[src/rtl/multdiv_pkg.sv]
// Shared definitions for the mult/div controller and the status-register
// write logic: FSM state encoding and the exception status codes.
package multdiv_pkg;

    typedef enum logic [1:0] {
        ST_IDLE  = 2'd0,
        ST_ISSUE = 2'd1,
        ST_WAIT  = 2'd2,
        ST_DONE  = 2'd3
    } state_e;

    localparam int STATUS_NONE     = 0;
    localparam int STATUS_MULT_EXC = 1;
    localparam int STATUS_DIV_EXC  = 2;

    // Status code reported for an exception of the given operation type.
    function automatic int exc_status(input logic is_div);
        return is_div ? STATUS_DIV_EXC : STATUS_MULT_EXC;
    endfunction

    // Counter width able to hold 0..timeout-1; never narrower than one bit.
    function automatic int counter_width(input int timeout);
        return (timeout > 1) ? $clog2(timeout) : 1;
    endfunction

endpackage

[src/rtl/multdiv_controller_counter.sv]
// Wait-cycle counter: synchronous clear, count enable, and a terminal flag
// raised while the count sits at TIMEOUT-1.
module cycle_counter
    import multdiv_pkg::*;
#(
    parameter int TIMEOUT = 40
) (
    input  logic clock,
    input  logic reset,
    input  logic clear,
    input  logic enable,
    output logic terminal
);

    localparam int            CW   = counter_width(TIMEOUT);
    localparam logic [CW-1:0] LAST = CW'(TIMEOUT - 1);

    logic [CW-1:0] count_q;
    logic [CW-1:0] count_d;

    // Next count: clear has priority over enable.
    always_comb begin
        count_d = count_q;
        if (clear) begin
            count_d = '0;
        end else if (enable) begin
            count_d = count_q + CW'(1);
        end
        terminal = (count_q == LAST);
    end

    // Count register.
    always_ff @(posedge clock or posedge reset) begin
        if (reset) begin
            count_q <= '0;
        end else begin
            count_q <= count_d;
        end
    end

endmodule

[src/rtl/multdiv_controller.sv]
// Execute-stage controller for an iterative multiply/divide unit: accepts an
// operation, stalls the front of the pipeline, launches and supervises the
// datapath (timeout and flush abort) and presents the result for one cycle.
module multdiv_controller
    import multdiv_pkg::*;
#(
    parameter int WIDTH   = 32,
    parameter int TIMEOUT = 40
) (
    input  logic             clock,
    input  logic             reset,
    input  logic             op_valid,
    input  logic             op_is_div,
    input  logic [WIDTH-1:0] operand_a,
    input  logic [WIDTH-1:0] operand_b,
    input  logic             flush,
    output logic             unit_start,
    output logic             unit_is_div,
    output logic [WIDTH-1:0] unit_a,
    output logic [WIDTH-1:0] unit_b,
    output logic             unit_abort,
    input  logic             unit_ready,
    input  logic [WIDTH-1:0] unit_result,
    input  logic             unit_exception,
    output logic             stall,
    output logic             result_valid,
    output logic [WIDTH-1:0] result,
    output logic             exception,
    output logic [WIDTH-1:0] status_code
);

    state_e           state_q, state_d;
    logic             unit_is_div_q, unit_is_div_d;
    logic [WIDTH-1:0] unit_a_q, unit_a_d;
    logic [WIDTH-1:0] unit_b_q, unit_b_d;
    logic [WIDTH-1:0] result_q, result_d;
    logic             exc_q, exc_d;
    logic [WIDTH-1:0] status_q, status_d;

    logic cnt_clear;
    logic cnt_enable;
    logic cnt_terminal;

    cycle_counter #(
        .TIMEOUT (TIMEOUT)
    ) u_wait_counter (
        .clock    (clock),
        .reset    (reset),
        .clear    (cnt_clear),
        .enable   (cnt_enable),
        .terminal (cnt_terminal)
    );

    // FSM next state, register updates and combinational control outputs.
    always_comb begin
        // NOTE: every signal gets a default before the case so no path leaves it unassigned (no latches).
        state_d       = state_q;
        unit_is_div_d = unit_is_div_q;
        unit_a_d      = unit_a_q;
        unit_b_d      = unit_b_q;
        result_d      = result_q;
        exc_d         = exc_q;
        status_d      = status_q;
        cnt_clear     = 1'b0;
        cnt_enable    = 1'b0;
        unit_start    = 1'b0;
        unit_abort    = 1'b0;
        stall         = 1'b0;
        result_valid  = 1'b0;
        exception     = exc_q;

        case (state_q)
            ST_IDLE: begin
                if (op_valid && !flush) begin
                    stall = 1'b1;
                    if (op_is_div && (operand_b == '0)) begin
                        // Divide by zero never reaches the datapath.
                        result_d = '0;
                        exc_d    = 1'b1;
                        status_d = WIDTH'(STATUS_DIV_EXC);
                        state_d  = ST_DONE;
                    end else begin
                        unit_is_div_d = op_is_div;
                        unit_a_d      = operand_a;
                        unit_b_d      = operand_b;
                        state_d       = ST_ISSUE;
                    end
                end
            end
            ST_ISSUE: begin
                if (flush) begin
                    unit_abort = 1'b1;
                    state_d    = ST_IDLE;
                end else begin
                    stall      = 1'b1;
                    unit_start = 1'b1;
                    cnt_clear  = 1'b1;
                    state_d    = ST_WAIT;
                end
            end
            ST_WAIT: begin
                if (flush) begin
                    unit_abort = 1'b1;
                    state_d    = ST_IDLE;
                end else begin
                    stall      = 1'b1;
                    cnt_enable = 1'b1;
                    if (unit_ready) begin
                        // Completion beats a coincident timeout.
                        result_d = unit_result;
                        exc_d    = unit_exception;
                        status_d = unit_exception ? WIDTH'(exc_status(unit_is_div_q))
                                                  : WIDTH'(STATUS_NONE);
                        state_d  = ST_DONE;
                    end else if (cnt_terminal) begin
                        unit_abort = 1'b1;
                        result_d   = '0;
                        exc_d      = 1'b1;
                        status_d   = WIDTH'(exc_status(unit_is_div_q));
                        state_d    = ST_DONE;
                    end
                end
            end
            ST_DONE: begin
                result_valid = !flush;
                if (flush) begin
                    exception = 1'b0;
                end
                state_d = ST_IDLE;
            end
            default: begin
                state_d = ST_IDLE;
            end
        endcase

        // The state clears asynchronously, but op_valid may still be high.
        if (reset) begin
            stall = 1'b0;
        end
    end

    // State, latched operation and result registers.
    always_ff @(posedge clock or posedge reset) begin
        if (reset) begin
            state_q       <= ST_IDLE;
            unit_is_div_q <= 1'b0;
            unit_a_q      <= '0;
            unit_b_q      <= '0;
            result_q      <= '0;
            exc_q         <= 1'b0;
            status_q      <= '0;
        end else begin
            // NOTE: non-blocking assignments so every flop samples the pre-edge values.
            state_q       <= state_d;
            unit_is_div_q <= unit_is_div_d;
            unit_a_q      <= unit_a_d;
            unit_b_q      <= unit_b_d;
            result_q      <= result_d;
            exc_q         <= exc_d;
            status_q      <= status_d;
        end
    end

    assign unit_is_div = unit_is_div_q;
    assign unit_a      = unit_a_q;
    assign unit_b      = unit_b_q;
    assign result      = result_q;
    assign status_code = status_q;

endmodule

[config.mk]
export PLATFORM = sky130hd
export DESIGN_NAME = multdiv_controller
export DESIGN_NICKNAME = d
export VERILOG_FILES = /design/src/rtl/multdiv_pkg.sv /design/src/rtl/multdiv_controller_counter.sv /design/src/rtl/multdiv_controller.sv
export SDC_FILE = /design/constraint.sdc
export NUM_CORES = 1
export LEC_CHECK = 0
export BUFFER_PORTS_ARGS = -buffer_cell sky130_fd_sc_hd__buf_4
export CAP_MARGIN = 5
export CORE_UTILIZATION = 44
export CTS_BUF_LIST = sky130_fd_sc_hd__clkbuf_4 sky130_fd_sc_hd__clkbuf_8
export CTS_CLUSTER_SIZE = 30
export DETAILED_ROUTE_END_ITERATION = 16
export PLACE_DENSITY = 0.79
export SYNTH_ARGS = -nofsm -noshare
export SYNTH_HDL_FRONTEND = slang
export SYNTH_SLANG_ARGS = --single-unit
[constraint.sdc]
create_clock -name clock -period 3.2 [get_ports clock]
set_input_delay 0.48 -clock clock [delete_from_list [all_inputs] [get_ports clock]]
set_output_delay 0.48 -clock clock [all_outputs]
set_load 0.005 [all_outputs]
==> out/results.tsv, run 1 <==
metric	value	unit
Critical R2R Launch	state_q[1]	
Pwr Total	5.42	mW
register bit count reported by yosys	108	
fin. max-slew vios	0	
Worst-path clk slew	0.11	ns
Final Hold Fails	0	
vias in the first global route	3537	
# hold bufs at CTS	0	
# IOs	237	
total clock buffers created by CTS	9	
first-pass detailed-route iteration total	4	
CP most frequent cell	buf_4	
CTS resizes	0	
top cells by area, synth	dfrtp_1 (54%), mux2_2 (15%), mux2_4 (10%), buf_4 (4.5%), and3_1 (4.0%)	
WL final	11.3	mm
Core ar.	11000	um^2
setup TNS	0	ns
run status	finished clean	
max incr delay on CP	0.44	ns
yosys warns	0	
first-pass GRT wire length	17.4	mm
VDD IR max	0.000425	V
maximum clock path buffer count	2	
total die area	11800	um^2
clock latency on the worst-skew pair	0.37	ns
Vias/cell	4.88	
crit-path max FO	39	
ANT cells	0	
Post-CTS Setup Bufs	0	
Iter 0 DRT Violations	147	
CP Class	reg2out	
die height	109	um
crit path capture	unit_abort	
crit path DAT	2.02	ns
die width	109	um
Non-Filler Instances	713	
Peak Freq	399	MHz
crit path cell chain	inv_1 > ha_1 > buf_4 > o21ai_0 > a21boi_0 > buf_4	
IO Port Bufs	206	
Post-DP HPWL	8.34	mm
Sink Count	108	
# DRC	0	
leakage power	3.59	nW
GRT Resource Usage Total	0.191	
Initial Util	0.457	
RSZ-0062 raised after global routing	no	
H-tree depth	3	
gp weighted congestion	0.715	
Root Buffer	clkbuf_8	
synthesis-to-layout area growth	34.4	%
wire per inst	15.8	um
Req. time, crit path	2.72	ns
initial antenna violation count	0	
Final Critical Period	2.50	ns
post-synth cell types	37	
routed via count	3476	
relative slew slack	0.385	
R2R depth	7	
Setup violations, final	0	
TritonCTS clock tree	built	
CP max-delay cell	dfrtp_1	
crit path from	state_q[0]	
Max Cap Viol	0	
CP endpoint kind	output port	
FILL cells	885	
startpoint type of the worst setup path	register	
placed insts	697	
Final Skew	0.0176	ns
post-synth top area share	0.538	
share of cells above drive strength 1	0.583	
Antenna Nets Post-Route	0	
Reg2Reg Setup Slack	0.90	ns
worst-margin pin slew	0.920	ns
final worst path period share	0.783	
Final nets	678	
total grt overflow	0	
Mapped Cells	365	
largest area contributor in the netlist	dfrtp_1	
Most used DFF post-synth	dfrtp_1	
sequential element share of the synthesized area	0.538	
pwr/cell area	803	nW/um^2
Worst R2R End	result[30]	
Post-synth EDFFs	0	
Post-synth ARST share	1.00	
Synth Area per Inst	13.8	um^2
row cnt	38	
mapped cell area	5020	um^2
pin count of the biggest net entering global routing	66	
hold crit path type	in2async	
[synthesized netlist by cell type (2+ instances only)]
library cell  instances
dfrtp_1             108
mux2_2               67
mux2_4               34
and3_1               32
buf_4                30
nor2_1               14
buf_6                 9
clkbuf_1              8
ha_1                  7
nor4_1                7
inv_1                 6
nand2_1               5
a21oi_1               3
nand3_1               3
nand4_1               3
xor2_1                3
a21boi_0              2
nand2b_1              2
nand3b_1              2
nor2b_1               2
o21ai_0               2
[routing by layer]
metal / track usage / share of wire / up-vias
met1: 0.238 / 0.42 / 1715
met4: 0.0666 / 0.015 / 0
met3: 0.0484 / 0.065 / 14
met5: 0 / 0 / -
li1: - / - / 1617
met2: 0.323 / 0.51 / 130
[critical path, delay by kind of cell (launching register included)]
| kind | cells | cell delay [ns] |
|---|---|---|
| buffers and inverters | 3 | 0.62 |
| adders and majority gates | 1 | 0.24 |
| AOI/OAI and AO/OA | 2 | 0.37 |
| DFF | 1 | 0.44 |
[registers in the layout, summed over array words and instances (netlist names)]
name / cells
u_wait_counter.count_q: 6
state_q: 2
unit_b: 32
status_code: 2
exc_q: 1
result: 32
unit_a: 32
unit_is_div: 1
[worst min path at each step]
| stage | from | depth (start not counted) | endpoint | slack, ns |
|---|---|---|---|---|
| 2_1_floorplan | exc_q | 1 | exc_q | 0.47 |
| 3_3_place_gp | unit_a[16] | 1 | unit_a[16] | 0.49 |
| 3_5_place_dp | unit_b[0] | 1 | unit_b[0] | 0.49 |
| 4_1_cts | reset | 2 | unit_a[9] | 0.32 |
| 5_1_grt | operand_a[26] | 2 | unit_a[26] | 0.31 |
| 6_report | reset | 2 | unit_a[6] | 0.30 |
[cell families after synthesis]
group	synth area share
AOI/OAI and AO/OA	0.0199
xor gates and xnor gates	0.00698
adders and majority gates	0.0174
buffers and inverters	0.0765
DFF	0.538
muxes	0.254
other	0.000746
and+or+nand+nor	0.0867
[cell type report]
class / count / area [um^2] / area share
Inverter: 6 / 26.3 / 0.00389
Multi-Input combinational cell: 232 / 2050 / 0.303
Clock buffer: 12 / 159 / 0.0235
Tap cell: 140 / 175 / 0.0259
Timing Repair Buffer: 211 / 1610 / 0.238
Sequential cell: 108 / 2700 / 0.400
Clock inverter: 4 / 32.5 / 0.00482
[power by group]
part           switching (mW)  leakage (nW)  internal, mW  total, mW
registers               0.350          1.36          1.96       2.31
clock network           0.478        0.0926         0.340      0.818
logic                   0.818          2.14          1.48       2.30
[stage by stage]
stage / cell area [um^2] / util / hold slack (ns) / setup slack (ns)
after floorplan: 5140 / - / 0.473 / 1.25
after global placement: 6560 / 0.597 / 0.489 / 0.727
after detailed placement: 6560 / 0.597 / 0.495 / 0.696
after CTS: 6750 / 0.615 / 0.317 / 0.625
after global routing: 6750 / 0.615 / 0.312 / 0.446
final: 6750 / 0.615 / 0.298 / 0.695
[cells in the final DEF (no fill, tap or decap), types with 2 or more instances in the layout]
cell	synthesis	routed
and3_1	32	32
mux2_4	34	34
nor2_1	14	14
buf_12	0	2
buf_4	30	209
mux2_2	67	67
ha_1	7	7
nor4_1	7	7
clkbuf_8	0	11
nand4_1	3	3
dfrtp_1	108	108
nand2b_1	2	2
xor2_1	3	3
a21boi_0	2	2
a21oi_1	3	3
nand3_1	3	3
nand3b_1	2	2
o21ai_0	2	2
inv_1	6	5
conb_1	1	30
nor2b_1	2	2
clkinvlp_4	0	3
nand2_1	5	5
Note: power is estimated with default switching activity, not from simulation.
==> inputs of run 2 (changes only) <==
--- a/config.mk
+++ b/config.mk
@@ -5,13 +5,14 @@
 export SDC_FILE = /design/constraint.sdc
 export NUM_CORES = 1
 export LEC_CHECK = 0
+export ABC_AREA = 1
 export BUFFER_PORTS_ARGS = -buffer_cell sky130_fd_sc_hd__buf_4
 export CAP_MARGIN = 5
-export CORE_UTILIZATION = 44
+export CORE_UTILIZATION = 49
 export CTS_BUF_LIST = sky130_fd_sc_hd__clkbuf_4 sky130_fd_sc_hd__clkbuf_8
 export CTS_CLUSTER_SIZE = 30
 export DETAILED_ROUTE_END_ITERATION = 16
-export PLACE_DENSITY = 0.79
+export PLACE_DENSITY = 0.83
 export SYNTH_ARGS = -nofsm -noshare
 export SYNTH_HDL_FRONTEND = slang
 export SYNTH_SLANG_ARGS = --single-unit
==> constraint.sdc (replaced) <==
create_clock -name clock -period 2.47 [get_ports clock]
set_input_delay 0.3705 -clock clock [delete_from_list [all_inputs] [get_ports clock]]
set_output_delay 0.3705 -clock clock [all_outputs]
set_load 0.005 [all_outputs]
==> run 2 against run 1 <==
Effect of this change:
- critical endpoint is now result[22]
- worst hold slack worse by 0.083 ns
- first-iteration DRC count increased by 43%
- via count up 36%
- sequential share of layout area is 0.88 points lower
- clock-buffer cell count unchanged
- register-to-register slack lost 0.58 ns
- synthesized cell count grew 76%
==> out/results.tsv, run 2 <==
metric	value	unit	change
run status	finished clean		
setup TNS	0	ns	unchanged
Iter 0 DRT Violations	210		+43%
Initial Util	0.502		+0.0450
Antenna Nets Post-Route	0		unchanged
RSZ-0062 raised after global routing	no		
R2R depth	10		+3
H-tree depth	3		unchanged
Synth top cells by count	nand2_1 (208), dfrtp_1 (108), nand3_1 (90), inv_1 (63), nor2_1 (57)		
post-synth top area share	0.526		-0.0122
CP Class	reg2reg		
CP most frequent cell	nand2_1		
pin count of the biggest net entering global routing	69		+4.5%
vias in the first global route	4611		+30%
fin util	0.675		+0.0601
Vias/cell	4.85		-0.57%
pwr/cell area	1080	nW/um^2	+35%
top cells by area, synth	dfrtp_1 (53%), nand2_1 (15%), nand3_1 (8.8%), buf_4 (4.7%), inv_1 (4.6%)		
first-pass GRT wire length	21.2	mm	+22%
# hold bufs at CTS	0		unchanged
maximum clock path buffer count	2		unchanged
most frequent cells in the layout	buf_4 (212), nand2_1 (208), dfrtp_1 (108)		
Worst-path clk slew	0.10	ns	about the same
row cnt	37		-2.6%
Max Cap Viol	0		unchanged
Post-CTS Setup Bufs	0		unchanged
initial antenna violation count	0		unchanged
Post-DP HPWL	9.45	mm	+13%
family with the most delay on the worst path	simple AND/OR/NAND/NOR gates		
clock latency on the worst-skew pair	0.36	ns	about the same
register bit count reported by yosys	108		unchanged
largest area contributor in the netlist	dfrtp_1		
TritonCTS clock tree	built		
Final Skew	0.00829	ns	-0.00930 ns
relative slew slack	0.504		+0.119
Core ar.	10200	um^2	-6.8%
final worst path period share	0.869		
worst path bufs/invs	2		-1
Mapped Cells	643		+76%
max incr delay on CP	0.43	ns	about the same
Worst R2R End	result[22]		
die width	104	um	-4.1%
CP endpoint kind	register		
synthesis-to-layout area growth	34.3	%	about the same
total die area	10900	um^2	-8.0%
worst-margin pin slew	0.744	ns	-0.176 ns
CP max-delay cell	dfrtp_1		
Synth Area per Inst	7.99	um^2	-42%
total clock buffers created by CTS	9		unchanged
first-pass detailed-route iteration total	6		+2
Final nets	946		+40%
hold crit path type	in2async		
crit-path max FO	35		-10%
FILL cells	834		-5.8%
post-synth cell types	26		-30%
sequential element share of the synthesized area	0.526		-0.0122
WL final	12.9	mm	+15%
Post-synth ARST share	1.00		unchanged
DP Worst Slack	0.338	ns	-0.358 ns
Peak Freq	466	MHz	
Final Critical Period	2.15	ns	
Root Buffer	clkbuf_8		
CTS resizes	0		unchanged
total grt overflow	0		unchanged
ANT cells	0		unchanged
Sink Count	108		unchanged
leakage power	4.02	nW	+12%
Most used DFF post-synth	dfrtp_1		
most common cell after layout, fill and taps aside	buf_4		
wire per inst	13.2	um	-16%
Setup violations, final	0		unchanged
Critical R2R Launch	state_q[0]		
GRT Resource Usage Total	0.242		+0.0501
routed via count	4736		+36%
# DRC	0		unchanged
share of cells above drive strength 1	0.287		-0.296
Final Hold Fails	0		unchanged
gp weighted congestion	0.808		+13%
crit path cell chain	inv_1 > ha_1 > inv_1 > nor2_1 > nand2_1 > nand2_1 > nor2_4 > nand2_4 > nand2_1 > nand2_1		
yosys warns	0		unchanged
Reg2Reg Setup Slack	0.32	ns	-0.58 ns
fin. max-slew vios	0		unchanged
startpoint type of the worst setup path	register		
Final Worst Setup Slack	0.324	ns	-0.371 ns
mapped cell area	5140	um^2	+2.3%
crit path DAT	2.40	ns	+0.38 ns
most numerous cell in the Yosys netlist	nand2_1		
IO Port Bufs	206		unchanged
Req. time, crit path	2.72	ns	about the same
die height	104	um	-4.1%
VDD IR max	0.000601	V	+41%
# IOs	237		unchanged
Post-synth EDFFs	0		unchanged
-- run 2: cell types whose count changed in the layout (fill, tap and decap cells not counted), sizes merged, moves of 6 or more --
cell,delta
and3,-32
inv,+58
mux2,-101
nand2,+206
nand3,+87
nor2,+47
nor4,-6
o21ai,+18
-- run 2: kinds of logic (layout without fill, tap and decap cells) --
group                      count (synthesis)  after routing  share of synthesized area
AOI/OAI and AO/OA                         29             29                     0.0297
adders and majority gates                  7              7                     0.0170
buffers and inverters                    126            295                      0.123
DFF                                      108            108                      0.526
other                                      1             30                   0.000730
and+or+nand+nor                          372            372                      0.303
-- run 2: layer usage --
metal / vias to the layer above / wire length [um] / GRT usage
li1: 2304 / - / -
met1: 2227 / 5200 / 0.295
met2: 182 / 6410 / 0.403
met3: 23 / 1050 / 0.0627
met4: 0 / 285 / 0.104
met5: - / 0 / 0
-- run 2: where the power goes --
part           leakage (nW)  internal (mW)  total, mW  switching [mW]
sequential             1.39           2.56       3.06           0.492
clock                 0.122          0.652       1.24           0.588
combinational          2.51           1.56       3.19            1.63
total                  4.02           4.78       7.49            2.71
-- run 2: through the flow --
step	power, mW	cells	hold WS, ns	cell area [um^2]
after floorplan	4.59	672	0.436	5250
after detailed placement	6.28	961	0.460	6670
after global placement	6.13	961	0.455	6670
final	7.49	977	0.216	6900
after global routing	8.03	977	0.225	6900
after CTS	7.53	977	0.215	6900
-- run 2: tightest hold or removal path, delay by kind of cell --
kind | cells | cell delay [ns]
buf+inv | 3 | 0.69
-- run 2: worst max path at each step --
stage | cells past startpoint | slack [ns] | from | to
6_report | 10 | 0.32 | state_q[0] | result[22]
5_1_grt | 5 | 0.18 | state_q[1] | stall
4_1_cts | 5 | 0.31 | state_q[0] | stall
3_5_place_dp | 9 | 0.34 | operand_b[29] | result[22]
3_3_place_gp | 9 | 0.44 | operand_b[29] | result[19]
2_1_floorplan | 1 | 0.80 | reset | exc_q
-- run 2: final cells by class --
cell class	instances	area, um^2	area share
repair buffers	214	1630	0.236
clock buffers	12	165	0.0239
clock inverters	4	70.1	0.0101
multi-input cells	438	1920	0.278
inverters	65	248	0.0359
flip-flops and latches	108	2700	0.391
well taps	136	170	0.0246
